--- src/rtl/rv32i_pkg.sv ---
// Shared RV32I definitions: instruction format selector and the major opcodes
// used by the instruction encoder.
package rv32i_pkg;

    typedef enum logic [2:0] {
        R_TYPE      = 3'd0,
        I_TYPE_LOAD = 3'd1,
        I_TYPE_ALU  = 3'd2,
        B_TYPE      = 3'd3,
        S_TYPE      = 3'd4
    } instr_type_t;

    localparam logic [6:0] OP_R_TYPE      = 7'b0110011;
    localparam logic [6:0] OP_I_TYPE_LOAD = 7'b0000011;
    localparam logic [6:0] OP_I_TYPE_ALU  = 7'b0010011;
    localparam logic [6:0] OP_S_TYPE      = 7'b0100011;
    localparam logic [6:0] OP_B_TYPE      = 7'b1100011;

endpackage

--- src/rtl/instr_enc.sv ---
// Combinational RV32I field packer: picks the format from instr_type and
// assembles the 32-bit instruction word; unused fields are simply dropped.
module instr_enc
    import rv32i_pkg::*;
(
    input  instr_type_t  instr_type,
    input  logic [4:0]   rd,
    input  logic [4:0]   rs1,
    input  logic [4:0]   rs2,
    input  logic [2:0]   funct3,
    input  logic [6:0]   funct7,
    input  logic [31:0]  imm,
    output logic [31:0]  word
);

    // Only imm[12:0] can reach any format; the upper bits are sign copies.
    logic unused_imm_hi;
    assign unused_imm_hi = ^imm[31:13];

    always_comb begin
        word = '0;
        case (instr_type)
            R_TYPE:      word = {funct7, rs2, rs1, funct3, rd, OP_R_TYPE};
            I_TYPE_LOAD: word = {imm[11:0], rs1, funct3, rd, OP_I_TYPE_LOAD};
            I_TYPE_ALU:  word = {imm[11:0], rs1, funct3, rd, OP_I_TYPE_ALU};
            S_TYPE:      word = {imm[11:5], rs2, rs1, funct3, imm[4:0], OP_S_TYPE};
            B_TYPE:      word = {imm[12], imm[10:5], rs2, rs1, funct3,
                                 imm[4:1], imm[11], OP_B_TYPE};
            default:     word = '0;
        endcase
    end

endmodule

--- src/rtl/instr_enc_loader.sv ---
// Session loader: accepts one descriptor at a time, encodes it and writes it
// to consecutive instruction-memory words until in_last or capacity.
module instr_enc_loader
    import rv32i_pkg::*;
#(
    parameter int DEPTH = 64,
    parameter int AW    = $clog2(DEPTH)
) (
    input  logic           clk,
    input  logic           arst_n,
    input  logic           start,
    input  logic           in_valid,
    output logic           in_ready,
    input  logic           in_last,
    input  instr_type_t    instr_type,
    input  logic [4:0]     rd,
    input  logic [4:0]     rs1,
    input  logic [4:0]     rs2,
    input  logic [2:0]     funct3,
    input  logic [6:0]     funct7,
    input  logic [31:0]    imm,
    output logic           mem_we,
    output logic [AW-1:0]  mem_addr,
    output logic [31:0]    mem_wdata,
    output logic [AW:0]    count,
    output logic           done,
    output logic           full
);

    typedef enum logic [2:0] {
        S_IDLE,
        S_ACCEPT,
        S_WRITE,
        S_DONE,
        S_FULL
    } state_t;

    localparam logic [AW:0] LAST_IDX = (AW+1)'(DEPTH - 1);

    state_t       state_q;
    logic [AW:0]  count_q;
    logic [31:0]  word_q;
    logic         last_q;
    logic         in_ready_q;
    logic         mem_we_q;
    logic         done_q;
    logic         full_q;
    logic [31:0]  enc_word;

    instr_enc u_enc (
        .instr_type (instr_type),
        .rd         (rd),
        .rs1        (rs1),
        .rs2        (rs2),
        .funct3     (funct3),
        .funct7     (funct7),
        .imm        (imm),
        .word       (enc_word)
    );

    always_ff @(posedge clk or negedge arst_n) begin
        if (!arst_n) begin
            state_q    <= S_IDLE;
            count_q    <= '0;
            word_q     <= '0;
            last_q     <= 1'b0;
            in_ready_q <= 1'b0;
            mem_we_q   <= 1'b0;
            done_q     <= 1'b0;
            full_q     <= 1'b0;
        end else begin
            case (state_q)
                S_IDLE, S_DONE, S_FULL: begin
                    if (start) begin
                        state_q    <= S_ACCEPT;
                        count_q    <= '0;
                        in_ready_q <= 1'b1;
                        done_q     <= 1'b0;
                        full_q     <= 1'b0;
                    end
                end
                S_ACCEPT: begin
                    if (in_valid) begin
                        word_q     <= enc_word;
                        last_q     <= in_last;
                        state_q    <= S_WRITE;
                        in_ready_q <= 1'b0;
                        mem_we_q   <= 1'b1;
                    end
                end
                S_WRITE: begin
                    mem_we_q <= 1'b0;
                    count_q  <= count_q + (AW+1)'(1);
                    // in_last wins over capacity when both land on the same word
                    if (last_q) begin
                        state_q <= S_DONE;
                        done_q  <= 1'b1;
                    end else if (count_q == LAST_IDX) begin
                        state_q <= S_FULL;
                        full_q  <= 1'b1;
                    end else begin
                        state_q    <= S_ACCEPT;
                        in_ready_q <= 1'b1;
                    end
                end
                default: begin
                    state_q    <= S_IDLE;
                    in_ready_q <= 1'b0;
                    mem_we_q   <= 1'b0;
                    done_q     <= 1'b0;
                    full_q     <= 1'b0;
                end
            endcase
        end
    end

    assign in_ready  = in_ready_q;
    assign mem_we    = mem_we_q;
    assign mem_addr  = count_q[AW-1:0];
    assign mem_wdata = word_q;
    assign count     = count_q;
    assign done      = done_q;
    assign full      = full_q;

endmodule

--- config.mk ---
export PLATFORM = sky130hd
export DESIGN_NAME = instr_enc_loader
export DESIGN_NICKNAME = d
export VERILOG_FILES = /design/src/rtl/rv32i_pkg.sv /design/src/rtl/instr_enc.sv /design/src/rtl/instr_enc_loader.sv
export SDC_FILE = /design/constraint.sdc
export NUM_CORES = 1
export LEC_CHECK = 0
export CORE_ASPECT_RATIO = 1.25
export CORE_MARGIN = 5
export CORE_UTILIZATION = 47
export DETAILED_ROUTE_END_ITERATION = 8
export PLACE_DENSITY = 0.95
export SLEW_MARGIN = 10
export SYNTH_ARGS = -nofsm -noshare
export SYNTH_HDL_FRONTEND = slang
export SYNTH_HIERARCHICAL = 1
export SYNTH_SLANG_ARGS = --single-unit
export TNS_END_PERCENT = 5
--- constraint.sdc ---
create_clock -name clk -period 3.5 [get_ports clk]
set_input_delay 0.7 -clock clk [delete_from_list [all_inputs] [get_ports clk]]
set_output_delay 0.7 -clock clk [all_outputs]
set_load 0.05 [all_outputs]
==> results of run 1 <==
==> state kept, by name, summed over array words and instances (netlist names) <==
name / flops
last_q: 1
state_q: 3
done: 1
full: 1
in_ready: 1
mem_wdata: 32
count: 7
mem_we: 1
==> synth_stat cells, types with 2 or more instances <==
cell / n / share of area (%)
a21oi_1: 11 / 1.9
nor2b_1: 9 / 2.0
o22ai_1: 5 / 1.1
nand2_1: 8 / 1.1
and3_1: 2 / 0.44
o21ai_2: 7 / 2.2
mux2_4: 27 / 14
nor2_1: 10 / 1.3
o41ai_1: 2 / 0.61
inv_1: 3 / 0.40
a32oi_1: 4 / 1.2
and2_1: 8 / 1.8
a31oi_1: 7 / 1.5
nand2b_1: 5 / 1.1
mux2_1: 5 / 2.0
buf_2: 3 / 0.53
buf_12: 3 / 2.1
and2b_1: 3 / 0.79
o21ai_1: 15 / 2.6
buf_6: 5 / 2.0
clkbuf_1: 3 / 0.40
nand3b_1: 4 / 1.1
dfrtp_1: 47 / 41
nand3_1: 3 / 0.53
mux2i_1: 12 / 4.2
nand3b_2: 2 / 0.79
o31ai_2: 2 / 0.88
buf_4: 10 / 2.6
a22oi_1: 3 / 0.79
==> layout make-up <==
class / instances / share of cell area (%)
Timing Repair Buffer: 100 / 25.91
Sequential cell: 47 / 30.68
Tap cell: 82 / 2.676
Multi-Input combinational cell: 174 / 37.40
Inverter: 3 / 0.2937
Clock buffer: 5 / 1.795
Clock inverter: 3 / 1.240
==> through the flow <==
stage               hold slack, ps  power (mW)
detailed placement           472.8       2.895
finish                       490.1       3.284
global placement             468.1       2.845
floorplan                    404.4       2.328
global route                 518.8       3.431
CTS                          495.5       3.311
==> worst register-to-register path, delay by kind of cell, from the launching register on <==
kind | cells | cell delay [ps]
and+or+nand+nor | 2 | 820
muxes | 1 | 360
DFF | 1 | 450
buffers and inverters | 1 | 280
==> layer usage <==
| metal | vias to the layer above | wire (um) | GRT usage (%) |
|---|---|---|---|
| met5 | - | 0 | 0 |
| met4 | 0 | 49 | 4.101 |
| met3 | 8 | 363 | 4.082 |
| met2 | 75 | 3540 | 31.19 |
| met1 | 1114 | 2699 | 19.75 |
| li1 | 1054 | - | - |
==> kinds of logic after synthesis <==
logic type	Yosys count
other	1
XOR/XNOR	1
flip-flops	47
multiplexers	45
buffers and inverters	28
AO/OA/AOI/OAI	64
AND/OR/NAND/NOR	61
adder cells (fa/ha/maj)	1
==> how the worst max path moves through the flow <==
stage          slack [ps]       endpoint          start
6_report             1180       count[4]       count[4]
3_3_place_gp          960  mem_wdata[26]       in_valid
3_5_place_dp          910  mem_wdata[26]       in_valid
5_1_grt              1090       count[4]       count[4]
2_1_floorplan        1650  mem_wdata[25]  instr_type[1]
4_1_cts              1160       count[4]       count[4]
==> report_power, final <==
group          leakage, nW  switching (mW)  internal (mW)
combinational        0.997            1.17          0.792
clock               0.0587           0.188          0.217
sequential           0.597           0.158          0.765
total                 1.65            1.51           1.77
==> results_tabular.tex, run 1 <==
\begin{tabular}{lr}
\hline
Metric & Value \\
\hline
\multicolumn{2}{l}{\textbf{Finish}} \\
Area taken by multi-input logic gates & about 0.0014 mm2 \\
Antenna fix cells & 0 \\
Fin area & 0.003834 mm2 \\
Fillcell total & about 440 \\
Most frequent standard cell in the layout excluding fill and tap cells & clkdlybuf4s50\_1 \\
Final Non-Filler Cells & 414 \\
Synth-to-Final Area Change & 34.50\% \\
Highest-count cells in the layout ignoring fill and taps & 93 x clkdlybuf4s50\_1, 47 x dfrtp\_1, 27 x mux2\_4 \\
Sequential cell area & 0.001176 mm2 \\
Final core utilization & 65.46\% \\
Fraction of final layout cells sized beyond drive strength 1 & between 10\% and 20\% \\
Fin nets & around 400 \\
\multicolumn{2}{l}{\textbf{Worst hold path}} \\
Cell depth of the worst hold path & 1 \\
Start point of the worst min-delay path & mem\_wdata[28] \\
Hold-critical path endpoint & mem\_wdata[28] \\
Worst Hold Class & register to register \\
\multicolumn{2}{l}{\textbf{Synthesis}} \\
Post-synthesis async set-or-reset flop share & between 90\% and 100\% \\
Predominant post-synthesis flop cell & dfrtp\_1 \\
Post-synthesis compound-gate area fraction & 15.54\% \\
Synth cell types & 49 \\
Sequential-to-total area share from yosys stat & between 40\% and 50\% \\
Post-synthesis simple-gate area fraction & roughly 13\% \\
Flop and latch count out of synthesis & 47 \\
Count of flip-flops with a built-in enable after synthesis & 0 \\
Mapped Area & 0.002850 mm2 \\
Xor/xnor cell area share of the yosys netlist & less than 1\% \\
Cell count after synthesis & roughly 250 \\
Arithmetic-cell share of the synthesized area counting full adders, half adders and majority gates & 0.4390\% \\
Synth Warn \# & 6 \\
Main combinational cell family by area after synthesis & multiplexers \\
Syn Area/Cell & around 11 um2 \\
Multiplexer share of the synthesized area & 20.81\% \\
\multicolumn{2}{l}{\textbf{Route}} \\
Routed WL per cell & 16.07 um \\
Post-route DRC & 0 \\
Number of DRC markers after the initial detailed-route iteration & between 100 and 150 \\
Post-route ant nets & 0 \\
Number of detailed-routing iterations run before antenna repair & 5 \\
DR vias & $\sim$2300 \\
Vias/cell & 5.437 \\
Total routed wirelength & $\sim$6700 um \\
\multicolumn{2}{l}{\textbf{Place}} \\
Placement-stage cell area & about 0.0037 mm2 \\
Dpl ws & between 900 and 1000 ps \\
Placer Congestion & about 0.84 \\
Detailed-placement wirelength estimate & a little over 5000 um \\
Total placed cells including tap cells & around 410 \\
Total of buffers placed on input and output ports & 94 \\
\multicolumn{2}{l}{\textbf{Critical path}} \\
Stages on the worst setup path & 1 \\
Cell type group with the largest total delay on the critical path & buffers and inverters \\
Number of cell instances on the worst register-to-register path & 4 \\
Worst flop-to-flop path startpoint & state\_q[2] \\
Buffers \& Inverters on Critical Path & 1 \\
Critical register-to-register path endpoint & mem\_wdata[26] \\
Kind of start point of the critical path & register \\
Crit-path max FO & 7 \\
Worst Path Arrival & about 1600 ps \\
Critical path, cell by cell & clkdlybuf4s50\_1 \\
Critical Setup Path Class & register to primary output \\
Critical Path Max Stage Delay & 850 ps \\
Setup slack of the worst register-to-register path & approximately 1500 ps \\
Data required time at the worst endpoint & $\sim$2800 ps \\
CP max stage cell & clkdlybuf4s50\_1 \\
Crit end category & primary output \\
\multicolumn{2}{l}{\textbf{GRT}} \\
First-pass GRT wire length & approximately 11000 um \\
Antenna violations before repair & 0 \\
GRT overflow & 0 \\
Total Routing Usage GR & between 10\% and 20\% \\
Number of global-route vias before repair & about 2200 \\
Pin count of the biggest net entering global routing & 48 \\
\multicolumn{2}{l}{\textbf{Clock tree}} \\
Count of instances resized after the clock tree is built & 0 \\
Number of sinks handled by clock tree synthesis & between 40 and 50 \\
CTS tree & done \\
Hold buffer count at cts & 0 \\
Post-CTS setup buffers & 0 \\
CTS Buf Count & 5 \\
H-tree Lvls & 2 \\
Clock network latency to the later pin of the worst-skew pair & about 300 ps \\
Clock transition time at the flip-flop clock pins of the worst setup and hold paths & 90 ps \\
Maximum clock insertion buffer count & 2 \\
Root Buffer & clkbuf\_8 \\
\multicolumn{2}{l}{\textbf{Timing}} \\
Endpoints failing setup & 0 \\
Worst Skew & roughly 8.6 ps \\
Final Max Slew Viols & 0 \\
Setup WS post-layout & approximately 1200 ps \\
Max-slew headroom at the worst pin & between 30\% and 40\% \\
Maximum operating frequency & approximately 430 MHz \\
Unrepaired setup endpoints after global routing & no \\
Fin. Hold Viols & 0 \\
Setup tns final & 0 ps \\
Min Tclk post-route & 2316 ps \\
Post-route fraction of the period consumed by the critical path & 66.17\% \\
Worst Max-Slew Pin Slew & a little over 1000 ps \\
\multicolumn{2}{l}{\textbf{Power}} \\
Leakage power figure & between 1.5 and 2 nW \\
Peak supply drop & $\sim$0.00042 V \\
Ratio of total power to cell area & around 860 mW/mm2 \\
\multicolumn{2}{l}{\textbf{Status}} \\
Run status & finished, final reports clean \\
\multicolumn{2}{l}{\textbf{Floorplanning}} \\
Die width & 79.65 um \\
Total die area & 0.007731 mm2 \\
Placeable core area & between 0.005 and 0.006 mm2 \\
Initial core utilization & between 40\% and 50\% \\
Die Height & 97.07 um \\
Row count & 31 \\
\# IOs & $\sim$110 \\
\multicolumn{2}{l}{\textbf{Job}} \\
Max Cap Viol & 0 \\
\hline
\end{tabular}
Power figures use the tool's default switching activity.
==> run 2: changes to the inputs <==
--- a/config.mk
+++ b/config.mk
@@ -7,9 +7,9 @@
 export LEC_CHECK = 0
 export CORE_ASPECT_RATIO = 1.25
 export CORE_MARGIN = 5
-export CORE_UTILIZATION = 47
+export CORE_UTILIZATION = 44
 export DETAILED_ROUTE_END_ITERATION = 8
-export PLACE_DENSITY = 0.95
+export PLACE_DENSITY = 0.91
 export SLEW_MARGIN = 10
 export SYNTH_ARGS = -nofsm -noshare
 export SYNTH_HDL_FRONTEND = slang
==> constraint.sdc (replaced) <==
create_clock -name clk -period 2.2 [get_ports clk]
set_input_delay 0.44 -clock clk [delete_from_list [all_inputs] [get_ports clk]]
set_output_delay 0.44 -clock clk [all_outputs]
set_load 0.05 [all_outputs]
==> results_tabular.tex, run 2 (synthesis results as in run 1) <==
\begin{tabular}{lr}
\hline
Metric & Value \\
\hline
\multicolumn{2}{l}{\textbf{Status}} \\
Run status & finished, final reports clean \\
\multicolumn{2}{l}{\textbf{GRT}} \\
Pin count of the biggest net entering global routing & 36 (-25\%) \\
Total Routing Usage GR & 17.16\% (+0.034 points) \\
First-pass GRT wire length & 11070 um (+3.7\%) \\
GRT overflow & 0 (unchanged) \\
Number of global-route vias before repair & 2259 (+1.7\%) \\
Antenna violations before repair & 0 (unchanged) \\
\multicolumn{2}{l}{\textbf{Finish}} \\
Fin nets & 403 (+1.5\%) \\
Flip-flop count of the largest register after layout & 32 (unchanged) \\
Highest-count cells in the layout ignoring fill and taps & 93 x clkdlybuf4s50\_1, 47 x dfrtp\_1, 27 x mux2\_4 \\
Most frequent standard cell in the layout excluding fill and tap cells & clkdlybuf4s50\_1 \\
Fraction of final layout cells sized beyond drive strength 1 & 18.69\% (+1.2 points) \\
Antenna fix cells & 0 (unchanged) \\
Synth-to-Final Area Change & 36.30\% \\
Fillcell total & 509 (+15\%) \\
\multicolumn{2}{l}{\textbf{Route}} \\
DR vias & 2216 (-1.6\%) \\
Number of DRC markers after the initial detailed-route iteration & 84 (-24\%) \\
Vias/cell & 5.251 (-3.4\%) \\
Number of detailed-routing iterations run before antenna repair & 7 (+2) \\
Total routed wirelength & 6986 um (+5.0\%) \\
Routed WL per cell & 16.55 um (+3.0\%) \\
Post-route DRC & 0 (unchanged) \\
Post-route ant nets & 0 (unchanged) \\
\multicolumn{2}{l}{\textbf{Place}} \\
Placer Congestion & 0.7622 (-8.8\%) \\
Detailed-placement wirelength estimate & 5112 um (+1.3\%) \\
Total of buffers placed on input and output ports & 94 (unchanged) \\
\multicolumn{2}{l}{\textbf{Critical path}} \\
CP max stage cell & clkdlybuf4s50\_1 \\
Critical path, cell by cell & clkdlybuf4s50\_1 \\
Cell type group with the largest total delay on the critical path & buffers and inverters \\
Kind of start point of the critical path & register \\
Critical Setup Path Class & register to primary output \\
Critical Path Max Stage Delay & 860 ps (about the same) \\
Crit end category & primary output \\
Crit-path max FO & 7 (unchanged) \\
Buffers \& Inverters on Critical Path & 1 (unchanged) \\
Data required time at the worst endpoint & 1760 ps (-1040 ps) \\
Worst Path Arrival & 1630 ps (about the same) \\
\multicolumn{2}{l}{\textbf{Floorplanning}} \\
Die width & 81.99 um (+2.9\%) \\
Placeable core area & 0.006246 mm2 (+6.6\%) \\
Row count & 32 (+3.2\%) \\
Initial core utilization & 45.63\% (-3.0 points) \\
Die Height & 99.99 um (+3.0\%) \\
Total die area & 0.008197 mm2 (+6.0\%) \\
\# IOs & 114 (unchanged) \\
\multicolumn{2}{l}{\textbf{Timing}} \\
Worst Max-Slew Pin Slew & 543.8 ps (-493.2 ps) \\
Worst Skew & 11.50 ps (+2.924 ps) \\
Post-route fraction of the period consumed by the critical path & between 90\% and 100\% \\
Setup tns final & 0 ps (unchanged) \\
Min Tclk post-route & 2067 ps \\
Endpoints failing setup & 0 (unchanged) \\
Maximum operating frequency & between 400 and 500 MHz \\
Final Max Slew Viols & 0 (unchanged) \\
Fin. Hold Viols & 0 (unchanged) \\
Max-slew headroom at the worst pin & 63.41\% (+33 points) \\
Unrepaired setup endpoints after global routing & no \\
\multicolumn{2}{l}{\textbf{Clock tree}} \\
Clock network latency to the later pin of the worst-skew pair & 300 ps (about the same) \\
Hold buffer count at cts & 0 (unchanged) \\
Clock transition time at the flip-flop clock pins of the worst setup and hold paths & 90 ps (about the same) \\
Number of sinks handled by clock tree synthesis & 47 (unchanged) \\
Count of instances resized after the clock tree is built & 0 (unchanged) \\
Root Buffer & clkbuf\_8 \\
Maximum clock insertion buffer count & 2 (unchanged) \\
H-tree Lvls & 2 (unchanged) \\
CTS Buf Count & 5 (unchanged) \\
CTS tree & done \\
Post-CTS setup buffers & 0 (unchanged) \\
\multicolumn{2}{l}{\textbf{Worst hold path}} \\
Worst Hold Class & input port to asynchronous set/reset pin \\
\multicolumn{2}{l}{\textbf{Power}} \\
Ratio of total power to cell area & 1346 mW/mm2 (+57\%) \\
Peak supply drop & 0.0007905 V (+88\%) \\
Leakage power figure & 1.677 nW (+1.5\%) \\
Total power & 5.230 mW (+59\%) \\
\multicolumn{2}{l}{\textbf{Job}} \\
Max Cap Viol & 0 (unchanged) \\
\hline
\end{tabular}
==> run 2: final cells by class <==
| class | count | area [um2] | area share [%] |
|---|---|---|---|
| Tap cell | 85 | 106.4 | 2.738 |
| Clock inverter | 2 | 37.54 | 0.9662 |
| Multi-Input combinational cell | 174 | 1434 | 36.91 |
| Timing Repair Buffer | 106 | 1051 | 27.05 |
| Inverter | 3 | 11.26 | 0.2899 |
| Sequential cell | 47 | 1176 | 30.27 |
| Clock buffer | 5 | 68.82 | 1.771 |
==> run 2: where the power goes <==
part,internal [mW],switching (mW),total (mW)
registers,1.22,0.247,1.46
clock network,0.332,0.294,0.626
logic,1.28,1.86,3.14
total,2.83,2.40,5.23
==> run 2: layer usage <==
metal | wire length (um) | global-route usage, % | vias up
met4 | 141 | 6.138 | 0
met1 | 2622 | 19.67 | 1043
met5 | 0 | 0 | -
li1 | - | - | 1062
met3 | 557 | 4.668 | 18
met2 | 3664 | 30.06 | 93
==> run 2: stage by stage <==
| stage | setup WS, ps | instances | utilization [%] | hold slack (ps) | cell area [um2] |
|---|---|---|---|---|---|
| finish | 133.0 | 422 | 62.20 | 108.4 | 3885 |
| global route | 75.03 | 422 | 62.20 | 138.6 | 3885 |
| CTS | 93.16 | 422 | 62.20 | 116.0 | 3885 |
| detailed placement | 96.71 | 415 | 60.50 | 451.7 | 3779 |
| global placement | 122.7 | 415 | 60.50 | 448.4 | 3779 |
| floorplan | 375.6 | 249 | - | 144.4 | 2854 |
==> run 2: path summary, 6_finish.rpt <==
path / startpoint / endpoint / slack (ps) / depth (start not counted)
setup reg to reg: count[0] / full / 470 / 5
setup / recovery: count[4] / count[4] / 130 / 1
hold / removal: arst_n / mem_wdata[11] / 110 / 1
min in group clk: mem_wdata[26] / mem_wdata[26] / 500 / 1
max in group asynchronous: arst_n / mem_wdata[6] / 1550 / 2
hold reg to reg: mem_wdata[26] / mem_wdata[26] / 500 / 1
==> run 2: worst reg2reg max path, stage by stage (launching register included) <==
cell     delay (ps)
dfrtp_1         440
ha_1            250
nand3_1         190
nor4_1          520
a21oi_1         120
a21oi_1         140
